**config.mk**
```make
export PLATFORM = sky130hd
export DESIGN_NAME = clock_ratio_meter
export DESIGN_NICKNAME = d
export VERILOG_FILES = /design/src/rtl/clock_ratio_meter_pkg.sv /design/src/rtl/clock_ratio_meter_sync_edge_detect.sv /design/src/rtl/clock_ratio_meter.sv
export SDC_FILE = /design/constraint.sdc
export NUM_CORES = 1
export LEC_CHECK = 0
export ABC_CLOCK_PERIOD_IN_PS = 4900
export CAP_MARGIN = 20
export CORE_MARGIN = 3
export CORE_UTILIZATION = 53
export DETAILED_ROUTE_END_ITERATION = 6
export GPL_ROUTABILITY_DRIVEN = 0
export PLACE_DENSITY = 0.75
export SYNTH_ARGS = -nofsm -noshare
export SYNTH_HDL_FRONTEND = slang
export SYNTH_SLANG_ARGS = --single-unit
```
**constraint.sdc**
```tcl
create_clock -name clock -period 4.9 [get_ports clock]
set_input_delay 0.98 -clock clock [delete_from_list [all_inputs] [get_ports clock]]
set_output_delay 0.98 -clock clock [all_outputs]
set_load 0.02 [all_outputs]
```
**src/rtl/clock_ratio_meter_pkg.sv**
```systemverilog
// Shared types and defaults for the clock ratio meter.
package clock_ratio_meter_pkg;

    localparam int unsigned DEFAULT_WIDTH = 30;

    typedef enum logic [1:0] {
        ST_IDLE    = 2'd0,
        ST_ARMED   = 2'd1,
        ST_LOCKED  = 2'd2,
        ST_TIMEOUT = 2'd3
    } state_t;

endpackage

```
**src/rtl/clock_ratio_meter_sync_edge_detect.sv**
```systemverilog
// Two-flop synchroniser plus a history flop; emits a registered edge strobe
// and the level of the phase that just ended.
module sync_edge_detect
    import clock_ratio_meter_pkg::*;
(
    input  logic clock,
    input  logic reset,
    input  logic i_async,
    output logic o_edge,
    output logic o_level
);

    logic r_s1;
    logic r_s2;
    logic r_s3;
    logic r_edge;
    logic r_level;

    always_ff @(posedge clock) begin
        if (reset) begin
            r_s1    <= 1'b0;
            r_s2    <= 1'b0;
            r_s3    <= 1'b0;
            r_edge  <= 1'b0;
            r_level <= 1'b0;
        end else begin
            r_s1    <= i_async;
            r_s2    <= r_s1;
            r_s3    <= r_s2;
            r_edge  <= r_s2 ^ r_s3;
            r_level <= r_s3;
        end
    end

    assign o_edge  = r_edge;
    assign o_level = r_level;

endmodule

```
**src/rtl/clock_ratio_meter.sv**
```systemverilog
// Measures the phase length of a divided clock, recovers the divider limit,
// and tracks lock / timeout of that measurement.
module clock_ratio_meter
    import clock_ratio_meter_pkg::*;
#(
    parameter int unsigned WIDTH          = DEFAULT_WIDTH,
    parameter int unsigned LOCK_COUNT     = 4,
    parameter int unsigned TIMEOUT_CYCLES = 1024
) (
    input  logic             clock,
    input  logic             reset,
    input  logic             i_div_in,
    output logic [WIDTH-1:0] o_half_period,
    output logic             o_meas_valid,
    output logic             o_meas_level,
    output logic [WIDTH-1:0] o_est_limit,
    output logic             o_locked,
    output logic             o_lock_lost,
    output logic             o_timeout
);

    localparam int unsigned      RUN_W    = $clog2(LOCK_COUNT + 1);
    localparam logic [WIDTH-1:0] CNT_MAX  = '1;
    localparam logic [WIDTH-1:0] TO_LAST  = WIDTH'(TIMEOUT_CYCLES - 1);
    localparam logic [RUN_W-1:0] LOCK_VAL = RUN_W'(LOCK_COUNT);

    logic w_edge;
    logic w_level;

    sync_edge_detect u_sync (
        .clock   (clock),
        .reset   (reset),
        .i_async (i_div_in),
        .o_edge  (w_edge),
        .o_level (w_level)
    );

    state_t           r_state;
    logic [WIDTH-1:0] r_cnt;
    logic [RUN_W-1:0] r_run;
    logic [WIDTH-1:0] r_half_period;
    logic             r_meas_valid;
    logic             r_meas_level;
    logic [WIDTH-1:0] r_est_limit;
    logic             r_locked;
    logic             r_lock_lost;
    logic             r_timeout;

    state_t           w_state_n;
    logic [WIDTH-1:0] w_cnt_n;
    logic [RUN_W-1:0] w_run_n;
    logic [WIDTH-1:0] w_hp_n;
    logic             w_valid_n;
    logic             w_level_n;
    logic [WIDTH-1:0] w_est_n;
    logic             w_lost_n;
    logic [WIDTH-1:0] w_meas;
    logic             w_same;
    logic [RUN_W-1:0] w_run_inc;
    logic             w_to_hit;

    // Saturating count+1 doubles as the measured length when an edge lands.
    assign w_meas    = (r_cnt == CNT_MAX) ? r_cnt : r_cnt + WIDTH'(1);
    assign w_same    = (w_meas == r_half_period);
    assign w_run_inc = (r_run >= LOCK_VAL) ? LOCK_VAL : r_run + RUN_W'(1);
    assign w_to_hit  = (r_cnt == TO_LAST);

    always_comb begin
        w_state_n = r_state;
        w_cnt_n   = w_meas;
        w_run_n   = r_run;
        w_hp_n    = r_half_period;
        w_valid_n = 1'b0;
        w_level_n = r_meas_level;
        w_lost_n  = 1'b0;

        case (r_state)
            ST_IDLE, ST_TIMEOUT: begin
                if (w_edge) begin
                    w_state_n = ST_ARMED;
                    w_cnt_n   = '0;
                    w_run_n   = '0;
                end else if (r_state == ST_IDLE && w_to_hit) begin
                    w_state_n = ST_TIMEOUT;
                    w_run_n   = '0;
                end
            end
            ST_ARMED: begin
                if (w_edge) begin
                    w_cnt_n   = '0;
                    w_hp_n    = w_meas;
                    w_level_n = w_level;
                    w_valid_n = 1'b1;
                    // run==0 marks the first measurement since arming
                    w_run_n   = (r_run != '0 && w_same) ? w_run_inc : RUN_W'(1);
                    if (w_run_n == LOCK_VAL) begin
                        w_state_n = ST_LOCKED;
                    end
                end else if (w_to_hit) begin
                    w_state_n = ST_TIMEOUT;
                    w_run_n   = '0;
                end
            end
            ST_LOCKED: begin
                if (w_edge) begin
                    w_cnt_n   = '0;
                    w_hp_n    = w_meas;
                    w_level_n = w_level;
                    w_valid_n = 1'b1;
                    if (!w_same) begin
                        w_state_n = ST_ARMED;
                        w_run_n   = RUN_W'(1);
                        w_lost_n  = 1'b1;
                    end
                end else if (w_to_hit) begin
                    w_state_n = ST_TIMEOUT;
                    w_run_n   = '0;
                    w_lost_n  = 1'b1;
                end
            end
            default: begin
                w_state_n = ST_IDLE;
            end
        endcase

        w_est_n = (w_hp_n == '0) ? '0 : w_hp_n - WIDTH'(1);
    end

    always_ff @(posedge clock) begin
        if (reset) begin
            r_state       <= ST_IDLE;
            r_cnt         <= '0;
            r_run         <= '0;
            r_half_period <= '0;
            r_meas_valid  <= 1'b0;
            r_meas_level  <= 1'b0;
            r_est_limit   <= '0;
            r_locked      <= 1'b0;
            r_lock_lost   <= 1'b0;
            r_timeout     <= 1'b0;
        end else begin
            r_state       <= w_state_n;
            r_cnt         <= w_cnt_n;
            r_run         <= w_run_n;
            r_half_period <= w_hp_n;
            r_meas_valid  <= w_valid_n;
            r_meas_level  <= w_level_n;
            r_est_limit   <= w_est_n;
            r_locked      <= (w_state_n == ST_LOCKED);
            r_lock_lost   <= w_lost_n;
            r_timeout     <= (w_state_n == ST_TIMEOUT);
        end
    end

    assign o_half_period = r_half_period;
    assign o_meas_valid  = r_meas_valid;
    assign o_meas_level  = r_meas_level;
    assign o_est_limit   = r_est_limit;
    assign o_locked      = r_locked;
    assign o_lock_lost   = r_lock_lost;
    assign o_timeout     = r_timeout;

endmodule

```
# ---- After elaboration in Yosys (flattened, before gate mapping)
# Index checks and enable logic that the tools add are counted.
dict set report totals {
  register_bits 105
  out_inout_bits 65
}
dict set report op_classes {
  n_addsub 3
  n_lt_le_gt_ge 1
  n_eq_ne 11
  n_mux 26
  bitwise 3
  n_reduce_logical 13
}
# cell count
set ops {}
lappend ops {{$mux W30} 5}
lappend ops {{$add A30 B1 Y30 const B} 1}
lappend ops {{$eq A30 B10 Y1 const B} 1}
lappend ops {{$eq A30 B30 Y1} 1}
lappend ops {{$eq A30 B30 Y1 const B} 1}
lappend ops {{$logic_not A30 Y1} 1}
lappend ops {{$sub A30 B1 Y30 const B} 1}
lappend ops {{$mux W3} 8}
lappend ops {{$mux W2} 7}
lappend ops {{$reduce_or A2 Y1} 5}
lappend ops {{$pmux W3 S3} 1}
lappend ops {{$eq A2 B2 Y1 const B} 4}
lappend ops {{$pmux W2 S3} 1}
lappend ops {{$mux W1} 4}
lappend ops {{$reduce_and A2 Y1} 2}
lappend ops {{$reduce_or A4 Y1} 1}
lappend ops {{$add A3 B1 Y3 const B} 1}
lappend ops {{$eq A3 B3 Y1 const B} 1}
lappend ops {{$ge A3 B3 Y1 const B} 1}
lappend ops {{$ne A3 B2 Y1 const B} 1}
lappend ops {{$ne A3 B3 Y1 const B} 1}
lappend ops {{$reduce_bool A3 Y1} 1}
lappend ops {{$eq A2 B1 Y1 const B} 1}
lappend ops {{$logic_and A1 B1 Y1} 2}
lappend ops {{3 further kinds} 4}

# ---- Longest topological paths before layout
# Gate-level depths: netlist of the first run.
dict set report depth {
  depth_word 10
  ltp_mapped 16
}

# ---- Cells and area by module
# A second synthesis of the first run with hierarchy kept.
dict set report unflattened {
  cells_unflattened 793
  hier_area_um2 6348.6
}
# mod n_inst cells_each area_per_inst_um2
set modules_own_cells {}
lappend modules_own_cells {clock_ratio_meter 1 782 6208.5}
lappend modules_own_cells {sync_edge_detect 1 11 140.1}

# ---- Least setup slack after synthesis of the first run
# OpenSTA, ideal clock, no wires.
dict set report synth_path {
  kind {register to register}
  from {register r_cnt[0]}
  to {register r_est_limit[27], in the netlist o_est_limit[27]}
  setup_ns 0.115
  t_arrival_ns 3.507
  t_required_ns 4.785
  path_slack_ns 1.278
  stages_incl_launch_ff 15
  path_buffers 2
  cell_sequence {dfxtp_1 ha_1 and4_1 nand4_4 or4_1 a31oi_1 ha_1 inv_1 nor3_1 nand3_1 nor4_4 a31o_1 buf_4 buf_6 nor2_1}
}
dict set report synth_via {
  elab_chain_len 6
  elab_cells_between_ends 8
  classes_between {add/sub: 2; eq/ne: 1; mux: 3; reduce/logical: 2}
}
# item line_no
set synth_lines {}
lappend synth_lines {{from (decl)} clock_ratio_meter.sv:39} ;# logic [WIDTH-1:0] r_cnt;
lappend synth_lines {{from (signal assigned)} clock_ratio_meter.sv:143} ;# r_cnt <= w_cnt_n;
lappend synth_lines {{$add A30 B1 Y30 / $eq A30 B30 Y1 (equally long branches)} clock_ratio_meter.sv:63} ;# assign w_meas = (r_cnt == CNT_MAX) ? r_cnt : r_cnt + WIDTH'(1);
lappend synth_lines {{$mux W30 (*)} clock_ratio_meter.sv:63}
lappend synth_lines {{$mux W30 (*)} {clock_ratio_meter.sv:89, clock_ratio_meter.sv:105}}
lappend synth_lines {{$mux W30 (*)} --}
lappend synth_lines {{branches (longest 2 deep; another with $sub A30 B1 Y30)} --}
lappend synth_lines {{to (signal assigned)} clock_ratio_meter.sv:148} ;# r_est_limit <= w_est_n;
lappend synth_lines {{to (decl)} clock_ratio_meter.sv:44} ;# logic [WIDTH-1:0] r_est_limit;
# Mark *: on every way between the ends.
# A chain may end at the register's enable or synchronous reset.

# ---- Final worst setup path of the first run
dict set report layout_path {
  from {register r_cnt[2]}
  to {register r_est_limit[6], in the netlist o_est_limit[6]}
}
# The elaborated chain is that of the path after synthesis.

==> metrics, run 1 <==
status=complete, no violations; worst reg2reg setup slack=roughly 310 ps; first-pass GRT wire length=~35000 um; post-route minimum period=4590 ps; pre-CTS WS=around 490 ps; most frequent cells in the layout=nor2_1, dfxtp_1, nand2_1; Worst-Margin Slew=slightly above 800 ps; commonest non-fill, non-tap cell in the layout=nor2_1; number of synthesized flops with an enable pin=0; die width=118 um; Netlist Area Pre-Place=6650 sq um; post-cts resize count=0; Post-CTS Hold Buffers=0; Worst setup EP type=flop; Max Slew Vio Count=0; Pwr Density=between 200 and 250 nW/um^2; post-route clock period utilization=0.936; Req. time, crit path=roughly 5200 ps; clock latency on the worst-skew pair=between 300 and 400 ps; largest net degree at the start of global routing=43; Root Driver=clkbuf_16; post-synthesis mux area share=0.0233; placed cells=between 1000 and 1500; Worst Skew=about 9.7 ps; syn nets=between 800 and 900; Yosys cell types=between 80 and 90; worst-case reg-to-reg path depth=11; Clock Sinks=105; Bufs on Longest Clock Path=2; critical path launch point type=flop; Initial Util=0.549; ys async rst share=0; vias in the first global route=between 6000 and 7000; Synth Area in Simple Gates=0.334; Synth Area in Adders=0.0151; relative slew slack=0.443; worst min-delay path category=reg -> reg; CTS Buf Count=9; P_leak=about 2.8 nW; RR Startpoint=r_cnt[2]$_SDFF_PP0_; kind of critical path=reg -> reg; post-route ant nets=0; Initial DRC Count=1084; largest family of logic cells by synthesized area=simple AND/OR/NAND/NOR gates; nets=887; Worst R2R End=o_est_limit[6]$_SDFF_PP0_; Clock transition at path regs=70 ps; Core Util, Final=0.635; share of cells above drive strength 1=0.0738; warnings from Yosys=0; Rows=40; Routed WL per cell=a little over 20 um; Die ar.=approximately 14000 sq um; max cap viols=0; Core Region=between 10000 and 15000 sq um; Worst Path Max Fanout=16; CTS tree=yes; Non-Filler Instances=between 1000 and 1500; antenna violations before repair=0; Top Ports=between 60 and 70; drc violations=0; dpl hpwl=about 16000 um; setup TNS=0 ps; Overflow after GRT=0; Synth Flop Type=dfxtp_1; xor and xnor area share after synthesis=0.0875; H-tree levels=3; number of I/O port buffers=67; Min Hold Slack=~440 ps; Compound-Gate Fraction of Synth Area=0.173; Synth Register Bits=about 110; WP data arrival=approximately 4800 ps; Fin. Hold Viols=0; antenna cells=0; Mean Syn Cell Area=approximately 8 sq um; sequential share of the synthesized area=0.316; synthesized instance count=~830; final WL=between 20000 and 25000 um; hold path endpoint=o_meas_level$_SDFFE_PP0P_; post-route cell area=approximately 7700 sq um; power consumption=around 1.8 mW; area grow syn2layout=15.7%; Vias=between 6000 and 7000; Post-Place Cell Area=roughly 7400 sq um; worst setup margin=about 310 ps; Hold Path Depth=2; min-delay src=u_sync.o_level$_SDFF_PP0_; drt pass-1 iters=6; RSZ-0062 raised after global routing=no; Vias per Instance=6.61; Max Freq=~0.22 GHz; Die Y=about 120 um; Total Routing Usage GR=0.307; final setup violation count=0; Max VDD drop=about 270 uV; postcts setup bufs=0
critical path: stages (launching register included):
cell and delay (ps):
dfxtp_1 570, nand3_1 570, or4_1 810, a211oi_1 500, xnor2_1 200, o21a_1 280, nand4_1 140, or3_1 500
nor4_4 380, a31o_1 230, buf_4 210, nor2_1 80
state kept, by name (all words and copies together), names as in the netlist:
signal,flops
u_sync.o_edge,1
r_cnt,30
u_sync.r_s2,1
u_sync.r_s1,1
o_timeout,1
o_half_period,30
o_meas_level,1
o_lock_lost,1
u_sync.o_level,1
r_run,3
o_est_limit,30
r_state,2
o_meas_valid,1
u_sync.r_s3,1
o_locked,1
routing by layer:
| layer | vias to the layer above | global-route usage | part of all wire |
|---|---|---|---|
| li1 | 3111 | - | - |
| met1 | 3173 | 0.407 | 0.40 |
| met2 | 524 | 0.443 | 0.42 |
| met3 | 129 | 0.0947 | 0.13 |
| met4 | 0 | 0.171 | 0.057 |
| met5 | - | 0 | 0 |
layout make-up:
| class | count | area [sq um] |
|---|---|---|
| fill | 1040 | 4420 |
| sequential | 105 | 2100 |
| clock inverter | 5 | 41.3 |
| inverter | 22 | 82.6 |
| multi-input combinational | 654 | 4210 |
| timing repair buffer | 84 | 798 |
| clock buffer | 11 | 243 |
| tap | 168 | 210 |
where the power goes:
group | leakage (nW) | internal, mW | switching [mW]
clock network | 0.132 | 0.361 | 0.329
registers | 0.848 | 0.872 | 0.0107
logic | 1.87 | 0.0728 | 0.107
total | 2.85 | 1.31 | 0.447
worst max-delay path by stage:
stage | slack (ps) | startpoint | end | cells past startpoint
after global routing | 50 | r_cnt[2]$_SDFF_PP0_ | o_est_limit[26]$_SDFF_PP0_ | 11
after detailed placement | 490 | r_cnt[2]$_SDFF_PP0_ | o_est_limit[6]$_SDFF_PP0_ | 11
after CTS | 470 | r_cnt[2]$_SDFF_PP0_ | o_est_limit[6]$_SDFF_PP0_ | 11
after global placement | 560 | r_cnt[2]$_SDFF_PP0_ | o_est_limit[2]$_SDFF_PP0_ | 11
final | 310 | r_cnt[2]$_SDFF_PP0_ | o_est_limit[6]$_SDFF_PP0_ | 11
after floorplan | 1280 | r_cnt[0]$_SDFF_PP0_ | o_est_limit[27]$_SDFF_PP0_ | 14
Yosys cell counts, types with 4 or more instances:
cell / instances / area [sq um]
ha_1: 8 / 100
dfxtp_1: 105 / 2100
nor4b_1: 5 / 43.8
and2_1: 8 / 50.1
o21a_1: 12 / 90.1
mux2i_1: 11 / 110
a31oi_1: 16 / 100
o21ai_0: 23 / 115
nor3b_1: 5 / 37.5
o22ai_1: 7 / 43.8
a21oi_1: 29 / 145
and3_1: 15 / 93.8
nor2_1: 128 / 480
or3_1: 11 / 68.8
a31o_2: 4 / 35.0
a211oi_1: 4 / 30.0
o211ai_1: 12 / 90.1
nor2b_1: 14 / 87.6
nand2b_1: 9 / 56.3
a21o_1: 4 / 30.0
nand2_1: 68 / 255
mux2_2: 4 / 45.0
nor3_1: 28 / 140
xnor2_1: 39 / 342
nor4_1: 26 / 163
inv_1: 22 / 82.6
buf_2: 21 / 105
nand4_1: 25 / 156
or4_1: 6 / 45.0
a32oi_1: 4 / 35.0
nand3_1: 20 / 100
clkbuf_1: 18 / 67.6
o31ai_1: 7 / 52.6
and4_1: 8 / 70.1
xor2_1: 21 / 184
nor4_4: 4 / 85.1
buf_4: 6 / 45.0
logic make-up after synthesis:
group	after synthesis
compound gates	165
xor+xnor	63
simple gates	403
mux	15
flops	105
buf+inv	72
fa+ha+maj	8
(Power assumes the default switching activity.)
==> inputs of run 2 (changes only) <==
--- a/config.mk
+++ b/config.mk
@@ -11,7 +11,7 @@
 export CORE_UTILIZATION = 53
 export DETAILED_ROUTE_END_ITERATION = 6
 export GPL_ROUTABILITY_DRIVEN = 0
-export PLACE_DENSITY = 0.75
+export PLACE_DENSITY_LB_ADDON = 0.12
 export SYNTH_ARGS = -nofsm -noshare
 export SYNTH_HDL_FRONTEND = slang
 export SYNTH_SLANG_ARGS = --single-unit
==> metrics, run 2 (same netlist as run 1, synthesis figures left out) <==
area grow syn2layout=16.5%; Rows=40 (unchanged); Max VDD drop=353 uV (+33%); worst min-delay path category=reg -> reg; drc violations=0 (unchanged); Pwr Density=240 nW/um^2 (+5.4%); Core Util, Final=0.640 (+0.00465); kind of critical path=reg -> reg; postcts setup bufs=0 (unchanged); CTS tree=yes; critical path launch point type=flop; Post-CTS Hold Buffers=0 (unchanged); post-route ant nets=0 (unchanged); Max Slew Vio Count=0 (unchanged); largest net degree at the start of global routing=44 (+2.3%); Req. time, crit path=5150 ps (about the same); Die ar.=13900 sq um (unchanged); largest delay contributor family on the critical path=simple AND/OR/NAND/NOR gates; critical-path cell with the highest stage delay=o211ai_1; nets=887 (unchanged); power consumption=1.86 mW (+6.2%); Die Y=118 um (unchanged); H-tree levels=3 (unchanged); Max Freq=0.223 GHz (+2.1%); Clock Sinks=105 (unchanged); CTS Buf Count=9 (unchanged); antenna cells=0 (unchanged); status=complete, no violations; crit-path cells=ha_1, and4_1, nand2_1, o211ai_1, or3_1, a31oi_1, nor4_1, nand3_1, nor4_4, a31o_1, buf_4, nor2_1; worst reg2reg setup slack=410 ps (+90 ps); Clock transition at path regs=80 ps (about the same); Vias per Instance=6.59 (-0.33%); Bufs on Longest Clock Path=2 (unchanged); relative slew slack=0.286 (-0.157); commonest non-fill, non-tap cell in the layout=nor2_1; max cap viols=0 (unchanged); Worst Skew=13.1 ps (+3.36 ps); die width=118 um (unchanged); share of cells above drive strength 1=0.0749 (+0.00114); Initial Util=0.549 (unchanged); Post-Place Cell Area=7400 sq um (-0.10%); Routed WL per cell=20.8 um (+0.84%); first-pass GRT wire length=35000 um (+1.1%); placed cells=1032 (-0.097%); Vias=6914 (-0.33%); post-route minimum period=4490 ps (-93.9 ps); Worst Path Max Fanout=16 (unchanged); CP bufs+invs=1 (unchanged); Worst-Margin Slew=1060 ps (+233 ps); final WL=21900 um (+0.84%); Overflow after GRT=0 (unchanged); P_leak=2.88 nW (+1.2%); dpl hpwl=16400 um (+1.3%); Initial DRC Count=847 (-22%); most frequent cells in the layout=nor2_1, dfxtp_1, nand2_1; WP data arrival=4740 ps (-90 ps); setup TNS=0 ps (unchanged); post-cts resize count=0 (unchanged); Non-Filler Instances=1049 (unchanged); post-route clock period utilization=0.917 (-0.0192); Top Ports=68 (unchanged); Worst setup EP type=flop; post-route cell area=7750 sq um (+0.73%); clock latency on the worst-skew pair=370 ps (about the same); Total Routing Usage GR=0.312 (+0.00453); Fin. Hold Viols=0 (unchanged); antenna violations before repair=0 (unchanged); Max stage delay on crit path=750 ps (-60 ps); drt pass-1 iters=7 (+1); Root Driver=clkbuf_16; final setup violation count=0 (unchanged); number of I/O port buffers=67 (unchanged); RSZ-0062 raised after global routing=no; vias in the first global route=6451 (-2.4%); Core Region=12100 sq um (unchanged)
==> run 2: cell count changes in the layout (fill, tap and decap cells not counted) <==
cell / change
clkinv_4: -3
clkinv_8: +3
clkinvlp_4: -2
inv_6: +2
buf_4: -1
buf_8: +1
bufinv_16: +1
clkbuf_1: -1
clkbuf_8: -1
inv_8: +1
==> run 2: final timing paths <==
kind | startpoint | to | cells after the start
min reg2reg | u_sync.r_s1$_SDFF_PP0_ | u_sync.r_s2$_SDFF_PP0_ | 1
max | r_cnt[0]$_SDFF_PP0_ | o_est_limit[24]$_SDFF_PP0_ | 12
min | u_sync.r_s1$_SDFF_PP0_ | u_sync.r_s2$_SDFF_PP0_ | 1
max reg2reg | r_cnt[0]$_SDFF_PP0_ | o_est_limit[24]$_SDFF_PP0_ | 12
==> run 2: routing by layer <==
| layer | routed length, um | vias up | share of wire | global-route usage |
|---|---|---|---|---|
| met2 | 9300 | 500 | 0.43 | 0.460 |
| met4 | 972 | 0 | 0.044 | 0.121 |
| li1 | - | 3114 | - | - |
| met5 | 0 | - | 0 | 0 |
| met3 | 2570 | 103 | 0.12 | 0.0889 |
| met1 | 9030 | 3197 | 0.41 | 0.430 |
==> run 2: stage by stage <==
step                worst slack (ps)  hold slack [ps]
finish                           406              439
CTS                              538              448
detailed placement               596              435
global route                    54.9              459
floorplan                       1280              414
global placement                 646              415
==> run 2: power by group <==
group	internal, mW	switching, mW
sequential	0.871	0.0110
clock	0.417	0.381
combinational	0.0733	0.107
total	1.36	0.500
==> run 2: final cells by class <==
| cell class | count | area [sq um] |
|---|---|---|
| fillers | 1067 | 4370 |
| multi-input cells | 654 | 4210 |
| flip-flops and latches | 105 | 2100 |
| repair buffers | 84 | 806 |
| clock buffers | 9 | 225 |
| well taps | 168 | 210 |
| clock inverters | 7 | 108 |
| inverters | 22 | 82.6 |
